**config.mk**
```make
export PLATFORM = sky130hd
export DESIGN_NAME = fifo_param
export DESIGN_NICKNAME = d
export VERILOG_FILES = /design/src/rtl/fifo_param_pkg.sv /design/src/rtl/fifo_mem.sv /design/src/rtl/fifo_param.sv
export SDC_FILE = /design/constraint.sdc
export NUM_CORES = 1
export LEC_CHECK = 0
export ABC_AREA = 0
export BUFFER_PORTS_ARGS = -buffer_cell sky130_fd_sc_hd__buf_2
export CAP_MARGIN = 5
export CORE_ASPECT_RATIO = 1.75
export CORE_MARGIN = 1.5
export CORE_UTILIZATION = 58
export DETAILED_ROUTE_END_ITERATION = 16
export PLACE_DENSITY = 0.9
export SYNTH_ARGS = -nofsm -noshare
export SYNTH_HDL_FRONTEND = slang
export SYNTH_HIERARCHICAL = 1
export SYNTH_SLANG_ARGS = --single-unit
```
**constraint.sdc**
```tcl
create_clock -name CLK -period 2.8 [get_ports CLK]
set_input_delay 0.42 -clock CLK [delete_from_list [all_inputs] [get_ports CLK]]
set_output_delay 0.42 -clock CLK [all_outputs]
set_load 0.02 [all_outputs]
```
**src/rtl/fifo_param_pkg.sv**
```systemverilog
// Shared defaults and the address-width helper for the parametrised FIFO
// and the blocks that sit next to it.
package fifo_param_pkg;

    localparam int DEF_WIDTH    = 8;
    localparam int DEF_DEPTH    = 8;
    localparam int DEF_AF_LEVEL = 6;
    localparam int DEF_AE_LEVEL = 2;

    // Smallest n with 2**n >= depth; exact log2 for the power-of-two depths used here.
    function automatic int addr_bits(input int depth);
        int n;
        n = 0;
        while ((1 << n) < depth) begin
            n = n + 1;
        end
        return n;
    endfunction

endpackage

```
**src/rtl/fifo_mem.sv**
```systemverilog
// Simple dual-port register array: synchronous write, registered read.
// No reset; the read register only updates when a read is requested.
module fifo_mem
    import fifo_param_pkg::*;
#(
    parameter int WIDTH = DEF_WIDTH,
    parameter int DEPTH = DEF_DEPTH,
    localparam int AW   = addr_bits(DEPTH)
) (
    input  logic             i_clk,
    input  logic             i_wr_en,
    input  logic [AW-1:0]    i_wr_addr,
    input  logic [WIDTH-1:0] i_wr_data,
    input  logic             i_rd_en,
    input  logic [AW-1:0]    i_rd_addr,
    output logic [WIDTH-1:0] o_rd_data
);

    logic [WIDTH-1:0] r_mem [DEPTH];
    logic [WIDTH-1:0] r_rd_data;

    // Read-before-write: a same-address read/write (full FIFO) returns the old word.
    always_ff @(posedge i_clk) begin
        if (i_wr_en) begin
            r_mem[i_wr_addr] <= i_wr_data;
        end
        if (i_rd_en) begin
            r_rd_data <= r_mem[i_rd_addr];
        end
    end

    assign o_rd_data = r_rd_data;

endmodule

```
**src/rtl/fifo_param.sv**
```systemverilog
// Parametrised synchronous FIFO with registered read data, occupancy count,
// almost-full/almost-empty thresholds and sticky overflow/underflow flags.
module fifo_param
    import fifo_param_pkg::*;
#(
    parameter int WIDTH    = DEF_WIDTH,
    parameter int DEPTH    = DEF_DEPTH,
    parameter int AF_LEVEL = DEF_AF_LEVEL,
    parameter int AE_LEVEL = DEF_AE_LEVEL,
    localparam int AW      = addr_bits(DEPTH)
) (
    input  logic             CLK,
    input  logic             RESET,
    input  logic [WIDTH-1:0] DATA_IN,
    input  logic             WRITE,
    input  logic             READ,
    input  logic             ERR_CLR,
    output logic [WIDTH-1:0] DATA_OUT,
    output logic             Valid,
    output logic             FULL,
    output logic             EMPTY,
    output logic             ALMOST_FULL,
    output logic             ALMOST_EMPTY,
    output logic [AW:0]      COUNT,
    output logic             OVERFLOW,
    output logic             UNDERFLOW
);

    localparam logic [AW:0] DEPTH_C = DEPTH[AW:0];
    localparam logic [AW:0] AF_C    = AF_LEVEL[AW:0];
    localparam logic [AW:0] AE_C    = AE_LEVEL[AW:0];

    logic [AW-1:0]    r_wr_ptr;
    logic [AW-1:0]    r_rd_ptr;
    logic [AW:0]      r_count;
    logic [AW:0]      w_count_next;
    logic             r_valid;
    logic             r_overflow;
    logic             r_underflow;
    logic             r_rd_seen;
    logic             w_full;
    logic             w_empty;
    logic             w_rd_acc;
    logic             w_wr_acc;
    logic             w_ovf_evt;
    logic             w_udf_evt;
    logic [WIDTH-1:0] w_mem_q;

    assign w_full    = (r_count == DEPTH_C);
    assign w_empty   = (r_count == '0);
    assign w_rd_acc  = READ && !w_empty;
    assign w_wr_acc  = WRITE && (!w_full || w_rd_acc);
    assign w_ovf_evt = WRITE && w_full && !READ;
    assign w_udf_evt = READ && w_empty;

    always_comb begin
        w_count_next = r_count;
        unique case ({w_wr_acc, w_rd_acc})
            2'b10:   w_count_next = r_count + (AW+1)'(1);
            2'b01:   w_count_next = r_count - (AW+1)'(1);
            default: w_count_next = r_count;
        endcase
    end

    always_ff @(posedge CLK or negedge RESET) begin
        if (!RESET) begin
            r_wr_ptr    <= '0;
            r_rd_ptr    <= '0;
            r_count     <= '0;
            r_valid     <= 1'b0;
            r_overflow  <= 1'b0;
            r_underflow <= 1'b0;
            r_rd_seen   <= 1'b0;
        end else begin
            if (w_wr_acc) begin
                r_wr_ptr <= r_wr_ptr + AW'(1);
            end
            if (w_rd_acc) begin
                r_rd_ptr  <= r_rd_ptr + AW'(1);
                r_rd_seen <= 1'b1;
            end
            r_count <= w_count_next;
            r_valid <= w_rd_acc;
            // A new error in the clearing cycle wins over ERR_CLR.
            if (w_ovf_evt) begin
                r_overflow <= 1'b1;
            end else if (ERR_CLR) begin
                r_overflow <= 1'b0;
            end
            if (w_udf_evt) begin
                r_underflow <= 1'b1;
            end else if (ERR_CLR) begin
                r_underflow <= 1'b0;
            end
        end
    end

    fifo_mem #(
        .WIDTH (WIDTH),
        .DEPTH (DEPTH)
    ) u_mem (
        .i_clk     (CLK),
        .i_wr_en   (w_wr_acc),
        .i_wr_addr (r_wr_ptr),
        .i_wr_data (DATA_IN),
        .i_rd_en   (w_rd_acc),
        .i_rd_addr (r_rd_ptr),
        .o_rd_data (w_mem_q)
    );

    // The array read register has no reset, so DATA_OUT is forced to zero until the first read.
    assign DATA_OUT     = r_rd_seen ? w_mem_q : '0;
    assign Valid        = r_valid;
    assign FULL         = w_full;
    assign EMPTY        = w_empty;
    assign ALMOST_FULL  = (r_count >= AF_C);
    assign ALMOST_EMPTY = (r_count <= AE_C);
    assign COUNT        = r_count;
    assign OVERFLOW     = r_overflow;
    assign UNDERFLOW    = r_underflow;

endmodule

```
==> results of run 1 <==
power groups by stage:
stage	logic, mW	registers, mW	clock network, mW
after floorplan	0.980	1.87	0
after global placement	1.27	1.89	0
after detailed placement	1.32	1.91	0
after CTS	1.33	1.88	0.764
after global routing	1.43	1.91	0.808
final	1.33	1.87	0.739
cell families (layout without fill, tap and decap cells):
logic type,Yosys count,count (layout),synth area share [%]
buf+inv,17,67,2.535
flops,86,86,69.75
mux,27,27,14.97
simple gates,39,39,6.079
compound gates,21,21,4.411
xor+xnor,5,5,1.216
fa+ha+maj,3,3,1.042
Yosys cell counts (2+ instances only):
| library cell | instances |
|---|---|
| a21oi_1 | 2 |
| buf_2 | 3 |
| nor2_1 | 7 |
| xor2_1 | 2 |
| nand2_1 | 5 |
| o211ai_1 | 2 |
| edfxtp_1 | 72 |
| o21ai_0 | 4 |
| o22ai_1 | 2 |
| xnor2_1 | 3 |
| clkbuf_1 | 6 |
| inv_1 | 5 |
| ha_1 | 3 |
| nor3_1 | 3 |
| and2_1 | 8 |
| a222oi_1 | 2 |
| nand2b_1 | 6 |
| o31ai_1 | 3 |
| mux4_1 | 15 |
| mux2_2 | 9 |
| a21o_1 | 2 |
| dfrtp_1 | 14 |
sequential cells by signal, summed over array words and instances, names as in the netlist:
signal	cells
u_mem/o_rd_data	8
Valid	1
COUNT	4
r_wr_ptr	3
OVERFLOW	1
u_mem/r_mem	64
UNDERFLOW	1
r_rd_ptr	3
r_rd_seen	1
worst max path at each step:
stage,to,slack [ns],cells after the start
2_1_floorplan,COUNT[2],0.54,8
3_3_place_gp,u_mem/r_mem[0][1],0.58,5
3_5_place_dp,u_mem/r_mem[0][1],0.38,5
4_1_cts,u_mem/r_mem[0][4],0.36,5
5_1_grt,u_mem/r_mem[4][5],0.25,5
6_report,u_mem/r_mem[4][6],0.44,5
layout by cell type, fill, tap and decap left out, types with 2 or more instances in the layout:
cell / count
nand2b_1: 6
xnor2_1: 3
a21oi_1: 2
buf_2: 31
o31ai_1: 3
nor2_1: 7
clkbuf_1: 3
mux4_1: 15
inv_1: 5
ha_1: 3
a21o_1: 2
o21ai_0: 4
buf_4: 13
nor3_1: 3
o211ai_1: 2
xor2_1: 2
a222oi_1: 2
dfrtp_1: 14
mux2_2: 9
o22ai_1: 2
nand2_1: 5
clkbuf_8: 11
edfxtp_1: 72
and2_1: 8
layout make-up:
| class | count | area [µm²] |
|---|---|---|
| well taps | 78 | 97.59 |
| clock buffers | 14 | 162.7 |
| flip-flops and latches | 86 | 2512 |
| repair buffers | 46 | 270.3 |
| fillers | 412 | 1857 |
| inverters | 5 | 18.77 |
| clock inverters | 2 | 8.758 |
| multi-input cells | 95 | 998.5 |
per-layer routing:
| layer | GRT usage, % | share of wire [%] |
|---|---|---|
| met5 | 0 | 0 |
| met4 | 13.65 | 3.4 |
| met3 | 3.975 | 3.9 |
| met2 | 35.87 | 56 |
| met1 | 21.23 | 37 |
per-stage QoR:
stage	hold slack, ns	setup WS (ns)
finish	0.2875	0.4367
global route	0.2746	0.2543
CTS	0.2650	0.3639
detailed placement	0.3445	0.3792
global placement	0.3399	0.5780
floorplan	0.1244	0.5362
what timing repair did:
action                                 in CTS  in global routing
hold buffers                                1                  0
buffers inserted                            0                  0
endpoints found under the hold margin      14                  0
==> results by group, run 1 <==
Logic synthesis
  – Yosys warning total: 6
  – Ys flop type: edfxtp_1
  – Number of synthesized flops with an enable pin: 72
  – Syn nets: between 200 and 250
  – Synthesized cell area: 3602 µm²
  – Sequential fraction of the synthesis area: between 60% and 70%
  – Distinct cells, synth: between 40 and 50
  – Top-area cell type share of the netlist area: around 60%
  – Yosys reg bits: 86
  – Mapped Cells: around 200
  – Synth area leaders: edfxtp_1 (60%), mux4_1 (11%), dfrtp_1 (9.7%)
  – Cell taking the most area after synthesis: edfxtp_1
  – Async SR Flop Fraction: around 16%
  – Avg Cell Area, Syn: between 15 and 20 µm²

Timing
  – RSZ-0062 raised after global routing: false
  – Least-Margin Pin Slew: about 1.2 ns
  – Final Max Slew Viols: 0
  – Tmin final: about 2.4 ns
  – Setup TNS: 0 ns
  – Max_slew headroom: 20.95%
  – Fin. Hold Viols: 0
  – FMAX: approximately 420 MHz
  – Post-Route Skew: ~0.0058 ns
  – Final worst path period share: a little over four fifths
  – Final setup vio count: 0

CTS
  – CTS tree: done
  – CTS Buffer Depth: 2
  – Clk sinks: 86
  – Clock Tree Root: clkbuf_8
  – PostCTS Resize Cnt: 0
  – H-tree depth: 3
  – Latest clock arrival within the worst-skew pair: about 0.34 ns
  – Clk pin slew, worst setup/hold paths: roughly 0.070 ns
  – Total CTS buffers: 9

Global route
  – Number of global-route vias before repair: 1940
  – Largest net degree at the start of global routing: 19
  – Initial antenna violation count: 0
  – GR Overflow Total: 0
  – GRT Util Overall: about 20%
  – First-pass GRT wire length: slightly below 10000 µm

Cells and area
  – Area grow syn2layout: 12.96%
  – Final Instance Area: roughly 4000 µm²
  – Layout cells sized above 1: roughly 28%
  – Final #Nets: 259
  – Final cell count without fillers: approximately 330
  – Antenna cells: 0
  – Core Util, Final: about two thirds

Setup path
  – CP max-delay cell: nor3_1
  – Max incr delay on CP: 0.91 ns
  – Required @ worst endpoint: 2.76 ns
  – Crit-path cells: or4b_1 > o21ai_4 > inv_1 > nand2_1 > nor3_1
  – Crit path buf inv count: 1
  – RR Startpoint: COUNT[3]
  – Worst setup EP type: register
  – Worst EP arrival: between 2 and 2.5 ns
  – Crit. Startpoint: COUNT[3]
  – Crit path kind: register to register
  – FF-to-FF path depth: 5
  – R2R Path End: u_mem/r_mem[4][6]
  – Largest delay share family, worst path: simple AND/OR/NAND/NOR gates
  – Crit path launch type: register
  – Flop2flop setup slack: ~0.44 ns
  – Crit-path max FO: 12

Route
  – DR iter-0 viols: 97
  – TritonRoute pass-1 iters: 4
  – Post-DR vias/cell: 5.727
  – Vias: roughly 1900
  – DRC Markers: 0
  – WL final: approximately 5900 µm
  – Detailed-route wire length per cell: around 18 µm
  – Post-route ant nets: 0

Placed design
  – # port buffers: 31
  – DPL Wire Length: between 4000 and 5000 µm
  – RePlAce Congestion: 0.7403
  – Placed standard-cell area: just under 4000 µm²
  – DP Cell Count: 308

Run
  – Number of max-cap violations: 0

Pwr
  – Sw Share: a little under a third
  – Psw: approximately 1.2 mW
  – Combinational share of power: between 30 and 40%
  – LEAKAGE: roughly 1.5 nW
  – Maximum VDD drop: 0.6331 mV
  – Clk pwr share: a little under a fifth
  – Total power: between 3 and 4 mW
  – Total internal power: around 2.7 mW
  – Pwr dens: 968.3 nW/µm²
  – Flop pwr share: between 40% and 50%

Hold path
  – Worst hold path depth: 2
  – Hold Path Class: input port to register
  – HP Start: ERR_CLR
  – Sink of the worst hold path: OVERFLOW

Die
  – Die Y: 107.3 µm
  – Core Area: around 6000 µm²
  – Num ports: 32
  – Chip width: 62.58 µm
  – FP Rows: 37
  – Initial Util: roughly 60%
  – Die Area: about 6700 µm²

Outcome
  – Status: finished clean
Power figures use the tool's default switching activity.
==> run 2, diff against run 1 <==
- ABC_AREA: 0 -> 1
- CORE_UTILIZATION: 58 -> 54
- PLACE_DENSITY: 0.9 -> 0.88
- clock period: 2.8 -> 2.1 ns (I/O delays scaled with it)
==> run 2 against run 1 <==
Net effect:
- sequential power up 37%
- hold slack worse by 0.083 ns
- clock power up 120%
- via count up 46%
- global-route usage up 3.2 points
- non-clock buffer count down 11
- critical endpoint is now u_mem/r_mem[6][2]
- largest cell class unchanged
==> results by group, run 2 <==
Logic synthesis
  – Top-count cell post-synth: nand2_1 (was edfxtp_1)
  – Top-area cell type share of the netlist area: 54.67% (was 60.02%)
  – Mapped Cells: 403 (was 198)
  – Cell taking the most area after synthesis: edfxtp_1 (unchanged)
  – Yosys warning total: 6 (unchanged)
  – Distinct cells, synth: 26 (was 42)
  – Number of synthesized flops with an enable pin: 72 (unchanged)
  – Avg Cell Area, Syn: 9.814 µm² (was 18.19 µm²)
  – Synth area leaders: edfxtp_1 (55%), nand2_1 (13%), dfrtp_1 (8.9%) (was edfxtp_1 (60%), mux4_1 (11%), dfrtp_1 (9.7%))
  – Async SR Flop Fraction: 16.28% (unchanged)
  – Synthesized cell area: 3955 µm² (was 3602 µm²)
  – Most frequent cells after synthesis: nand2_1 (134), inv_1 (88), edfxtp_1 (72), nand3_1 (37), dfrtp_1 (14) (was edfxtp_1 (72), mux4_1 (15), dfrtp_1 (14), mux2_2 (9), and2_1 (8))
  – Sequential fraction of the synthesis area: 63.52% (was 69.75%)
  – Syn nets: 419 (was 214)
  – Yosys reg bits: 86 (unchanged)
  – Ys flop type: edfxtp_1 (unchanged)

Setup path
  – Worst EP arrival: 2.02 ns (was 2.32 ns)
  – Worst setup EP type: register (unchanged)
  – Required @ worst endpoint: 2.07 ns (was 2.76 ns)
  – FF-to-FF path depth: 7 (was 5)
  – Crit path kind: register to register (unchanged)
  – Crit path launch type: register (unchanged)
  – Crit-path max FO: 8 (was 12)
  – Flop2flop setup slack: 0.05 ns (was 0.44 ns)

Pwr
  – Total internal power: 3.971 mW (was 2.714 mW)
  – Combinational share of power: 35.1% (was 33.7%)
  – Flop pwr share: 39.9% (was 47.6%)
  – Psw: 2.469 mW (was 1.226 mW)
  – Sw Share: 38.34% (was 31.11%)
  – LEAKAGE: 2.160 nW (was 1.514 nW)
  – Maximum VDD drop: 1.093 mV (was 0.6331 mV)
  – Total power: 6.440 mW (was 3.940 mW)
  – Clk pwr share: 25.0% (was 18.8%)
  – Pwr dens: 1441 nW/µm² (was 968.3 nW/µm²)

CTS
  – H-tree depth: 3 (unchanged)
  – Clock Tree Root: clkbuf_16 (was clkbuf_8)
  – Latest clock arrival within the worst-skew pair: 0.34 ns (about the same)
  – CTS tree: done (unchanged)
  – # Post-CTS Setup Buffers: 0 (unchanged)
  – Clk pin slew, worst setup/hold paths: 0.07 ns (about the same)
  – Total CTS buffers: 9 (unchanged)
  – CTS Buffer Depth: 2 (unchanged)
  – Clk sinks: 86 (unchanged)

Route
  – Post-route ant nets: 0 (unchanged)
  – DRC Markers: 0 (unchanged)
  – TritonRoute pass-1 iters: 5 (was 4)
  – DR iter-0 viols: 180 (was 97)
  – WL final: 8425 µm (was 5915 µm)
  – Vias: 2734 (was 1867)
  – Detailed-route wire length per cell: 15.96 µm (was 18.14 µm)
  – Post-DR vias/cell: 5.178 (was 5.727)

Global route
  – Largest net degree at the start of global routing: 33 (was 19)
  – First-pass GRT wire length: 12690 µm (was 9618 µm)
  – GRT Util Overall: 23.31% (was 20.13%)
  – Initial antenna violation count: 0 (unchanged)
  – GR Overflow Total: 0 (unchanged)
  – Number of global-route vias before repair: 2615 (was 1940)

Cells and area
  – Final #Nets: 453 (was 259)
  – Antenna cells: 0 (unchanged)
  – Max reg flops: 64 (unchanged)
  – Commonest non-fill, non-tap cell in the layout: nand2_1 (was edfxtp_1)
  – Top reg by flops: u_mem/r_mem (unchanged)
  – Core Util, Final: 62.70% (was 68.67%)
  – Layout cells sized above 1: 16.74% (was 27.82%)
  – Commonest non-fill, non-tap cells in the layout: nand2_1 (134), inv_1 (88), edfxtp_1 (72), nand3_1 (37), buf_2 (31) (was edfxtp_1 (72), buf_2 (31), mux4_1 (15), dfrtp_1 (14), buf_4 (13))
  – Area grow syn2layout: 13.03% (was 12.96%)

Placed design
  – DPL Wire Length: 5964 µm (was 4248 µm)
  – RePlAce Congestion: 0.9334 (was 0.7403)
  – # port buffers: 31 (unchanged)
  – Place WS: 0.09453 ns (was 0.3792 ns)

Timing
  – Max_slew headroom: 55.48% (was 20.95%)
  – RSZ-0062 raised after global routing: true (was false)
  – Final worst path period share: 97.43% (was 84.40%)
  – Setup TNS: 0 ns (unchanged)
  – Worst setup margin: 0.05405 ns (was 0.4367 ns)
  – Post-Route Skew: 0.008830 ns (was 0.005837 ns)
  – FMAX: 488.8 MHz (was 423.1 MHz)
  – Tmin final: 2.046 ns (was 2.363 ns)
  – Final Max Slew Viols: 0 (unchanged)
  – Final setup vio count: 0 (unchanged)
  – Fin. Hold Viols: 0 (unchanged)
  – Least-Margin Pin Slew: 0.6653 ns (was 1.177 ns)

Outcome
  – Status: finished clean (unchanged)

Die
  – Die Y: 116.2 µm (was 107.3 µm)
  – Chip width: 67.70 µm (was 62.58 µm)
  – Initial Util: 55.47% (was 60.79%)
  – Core Area: 7131 µm² (was 5926 µm²)
  – Num ports: 32 (unchanged)
  – Die Area: 7867 µm² (was 6711 µm²)
  – FP Rows: 41 (was 37)

Hold path
  – Hold Path Class: input port to register (unchanged)
  – Worst hold path depth: 2 (unchanged)

Run
  – Number of max-cap violations: 0 (unchanged)
## run 2: cell type report
class	instances	area, µm²
well taps	86	107.6
clock inverters	6	70.07
repair buffers	35	187.7
inverters	93	351.6
flip-flops and latches	86	2512
clock buffers	10	239.0
multi-input cells	212	1002
fillers	527	2660
## run 2: power groups by stage
stage / Sequential (mW) / Combinational (mW) / Clock (mW)
floorplan: 2.56 / 1.71 / 0
global placement: 2.57 / 2.10 / 0
detailed placement: 2.59 / 2.19 / 0
CTS: 2.56 / 2.21 / 1.62
global route: 2.60 / 2.49 / 1.67
finish: 2.57 / 2.26 / 1.61
## run 2: critical path, cell delays in order, from the launching register on
cell and delay [ns]:
dfrtp_1 0.43, inv_1 0.17, nor4_4 0.07, nand2_2 0.10, nand2_2 0.08, inv_2 0.08, nand2_1 0.17, nor2_1 0.56
## run 2: final timing paths
path | from | endpoint
setup / recovery | COUNT[3] | u_mem/r_mem[6][2]
hold / removal | ERR_CLR | UNDERFLOW
setup reg to reg | COUNT[3] | u_mem/r_mem[6][2]
min in group asynchronous | RESET | COUNT[3]
max in group asynchronous | RESET | r_wr_ptr[1]
hold reg to reg | UNDERFLOW | UNDERFLOW
## run 2: logic make-up after synthesis
group	after synthesis	share of synthesized area [%]
AOI/OAI and AO/OA	8	1.139
xor gates and xnor gates	7	1.550
adders and majority gates	3	0.9492
DFF	86	63.52
and+or+nand+nor	194	21.32
buffers and inverters	105	11.52
## run 2: what timing repair did
action / 4_1_cts / 5_1_grt
endpoints found under the setup margin: 0 / 24
resized for setup: 0 / 6
hold buffers: 1 / 0
hold endpoints to repair: 14 / 0
## run 2: stage by stage
step | hold slack, ns | cell area, µm² | instances
2_1_floorplan | 0.01941 | 3955 | 403
3_3_place_gp | 0.2427 | 4136 | 511
3_5_place_dp | 0.2480 | 4136 | 511
4_1_cts | 0.2018 | 4456 | 528
5_1_grt | 0.2123 | 4471 | 528
6_report | 0.2042 | 4471 | 528
## run 2: layer usage
layer | vias to the layer above | routed length (µm) | part of all wire, % | global-route usage (%)
met3 | 37 | 382 | 4.5 | 4.913
met1 | 1276 | 3049 | 36 | 23.95
met2 | 106 | 4528 | 54 | 40.52
met4 | 0 | 465 | 5.5 | 16.73
li1 | 1315 | - | - | -
met5 | - | 0 | 0 | 0
==> run 3, diff against run 2 <==
- RECOVER_POWER: unset -> 25
==> run 3 against run 2 <==
Net effect:
- wire length about the same
- non-clock buffer count stayed put
- worst setup slack improved by 0.019 ns
- cell count unchanged
- critical path depth unchanged
- via count fell by 1.8%
- power is essentially flat
- combinational power is essentially flat
- clock power about the same
==> results by group, run 3 (same netlist as run 2, synthesis figures left out) <==
Cells and area
  – Layout cells sized above 1: 15.16% (was 16.74%)
  – Commonest non-fill, non-tap cells in the layout: nand2_1 (134), inv_1 (88), edfxtp_1 (72), nand3_1 (37), buf_2 (24) (was nand2_1 (134), inv_1 (88), edfxtp_1 (72), nand3_1 (37), buf_2 (31))
  – Area grow syn2layout: 12.81% (was 13.03%)
  – Final cell count without fillers: 528 (unchanged)
  – Final #Nets: 453 (unchanged)
  – Top reg by flops: u_mem/r_mem (unchanged)
  – Antenna cells: 0 (unchanged)
  – Final Instance Area: 4462 µm² (was 4471 µm²)
  – Max reg flops: 64 (unchanged)
  – Commonest non-fill, non-tap cell in the layout: nand2_1 (unchanged)

Die
  – Chip width: 67.70 µm (unchanged)
  – Die Area: 7867 µm² (unchanged)
  – Die Y: 116.2 µm (unchanged)
  – Core Area: 7131 µm² (unchanged)
  – Num ports: 32 (unchanged)
  – FP Rows: 41 (unchanged)
  – Initial Util: 55.47% (unchanged)

Global route
  – GR Overflow Total: 0 (unchanged)
  – Largest net degree at the start of global routing: 33 (unchanged)
  – Number of global-route vias before repair: 2615 (unchanged)
  – GRT Util Overall: 23.31% (unchanged)
  – First-pass GRT wire length: 12690 µm (unchanged)
  – Initial antenna violation count: 0 (unchanged)

Setup path
  – Required @ worst endpoint: 2.07 ns (about the same)
  – Crit path kind: register to register (unchanged)
  – Worst EP arrival: 2.00 ns (was 2.02 ns)
  – Crit-path max FO: 8 (unchanged)
  – Flop2flop setup slack: 0.07 ns (was 0.05 ns)
  – Crit path launch type: register (unchanged)
  – Worst setup EP type: register (unchanged)

Timing
  – FMAX: 493.4 MHz (was 488.8 MHz)
  – Setup TNS: 0 ns (unchanged)
  – Fin. Hold Viols: 0 (unchanged)
  – Final setup vio count: 0 (unchanged)
  – Post-Route Skew: 0.008609 ns (was 0.008830 ns)
  – Least-Margin Pin Slew: 0.6497 ns (was 0.6653 ns)
  – RSZ-0062 raised after global routing: true (unchanged)
  – Final Max Slew Viols: 0 (unchanged)
  – Max_slew headroom: 56.53% (was 55.48%)
  – Worst setup margin: 0.07337 ns (was 0.05405 ns)
  – Final worst path period share: 96.51% (was 97.43%)
  – Tmin final: 2.027 ns (was 2.046 ns)

Hold path
  – Hold Path Class: input port to register (unchanged)

Route
  – WL final: 8431 µm (was 8425 µm)
  – DRC Markers: 0 (unchanged)
  – Post-route ant nets: 0 (unchanged)
  – Detailed-route wire length per cell: 15.97 µm (was 15.96 µm)
  – DR iter-0 viols: 177 (was 180)
  – TritonRoute pass-1 iters: 5 (unchanged)
  – Post-DR vias/cell: 5.087 (was 5.178)
  – Vias: 2686 (was 2734)

Placed design
  – RePlAce Congestion: 0.9334 (unchanged)
  – DP Cell Count: 511 (unchanged)
  – DPL Wire Length: 5964 µm (unchanged)
  – Place WS: 0.09453 ns (unchanged)
  – # port buffers: 31 (unchanged)
  – Placed standard-cell area: 4136 µm² (unchanged)

CTS
  – CTS tree: done (unchanged)
  – Clock Tree Root: clkbuf_16 (unchanged)
  – Clk pin slew, worst setup/hold paths: 0.07 ns (about the same)
  – CTS Buffer Depth: 2 (unchanged)
  – Clk sinks: 86 (unchanged)
  – Latest clock arrival within the worst-skew pair: 0.34 ns (about the same)
  – H-tree depth: 3 (unchanged)
  – # Post-CTS Setup Buffers: 0 (unchanged)
  – Total CTS buffers: 9 (unchanged)

Outcome
  – Status: finished clean (unchanged)

Pwr
  – LEAKAGE: 2.140 nW (was 2.160 nW)
  – Pwr dens: 1442 nW/µm² (was 1441 nW/µm²)
  – Total power: 6.434 mW (was 6.440 mW)
  – Maximum VDD drop: 1.091 mV (was 1.093 mV)

Run
  – Number of max-cap violations: 0 (unchanged)
run 3: cell types whose count changed in the layout (fill, tap and decap cells not counted):
cell / change
clkbuf_1: +7
buf_2: -7
run 3: power breakdown:
part / leakage [nW] / total (mW) / internal, mW / switching [mW]
Combinational: 1.16 / 2.25 / 0.714 / 1.54
Clock: 0.153 / 1.61 / 0.961 / 0.650
Sequential: 0.827 / 2.57 / 2.29 / 0.276
Total: 2.14 / 6.43 / 3.97 / 2.47
run 3: worst paths after layout:
path                                endpoint  startpoint  depth (start not counted)
min in group asynchronous           COUNT[3]       RESET                          2
max                        u_mem/r_mem[6][2]    COUNT[3]                          7
max in group asynchronous        r_wr_ptr[1]       RESET                          2
max reg2reg                u_mem/r_mem[6][2]    COUNT[3]                          7
min reg2reg                        UNDERFLOW   UNDERFLOW                          2
min                                UNDERFLOW     ERR_CLR                          2
run 3: per-stage QoR:
| step | hold slack [ns] | utilization, % |
|---|---|---|
| global placement | 0.2427 | 58.01 |
| CTS | 0.2018 | 62.48 |
| finish | 0.2060 | 62.57 |
| floorplan | 0.01941 | - |
| global route | 0.2123 | 62.57 |
| detailed placement | 0.2480 | 58.01 |
run 3: timing repair:
action | CTS | global route
endpoints found under the hold margin | 14 | 0
endpoints found under the setup margin | 0 | 24
gates resized for setup | 0 | 6
hold buffers | 1 | 0
run 3: cell type report:
class,count,area (µm²)
Timing Repair Buffer,35,178.9
Multi-Input combinational cell,212,1002
Tap cell,86,107.6
Fill cell,534,2669
Clock buffer,10,239.0
Sequential cell,86,2512
Clock inverter,6,70.07
Inverter,93,351.6
run 3: critical path, cell delays in order (launching register included):
cell,delay [ns]
dfrtp_1,0.43
inv_1,0.17
nor4_4,0.07
nand2_2,0.10
nand2_2,0.08
inv_2,0.08
nand2_1,0.17
nor2_1,0.55
run 3: per-layer routing:
| layer | global-route usage [%] | vias to the layer above | share of wire [%] |
|---|---|---|---|
| met5 | 0 | - | 0 |
| met4 | 16.73 | 0 | 5.0 |
| met3 | 4.913 | 31 | 4.1 |
| li1 | - | 1314 | - |
| met1 | 23.95 | 1246 | 37 |
| met2 | 40.52 | 95 | 54 |
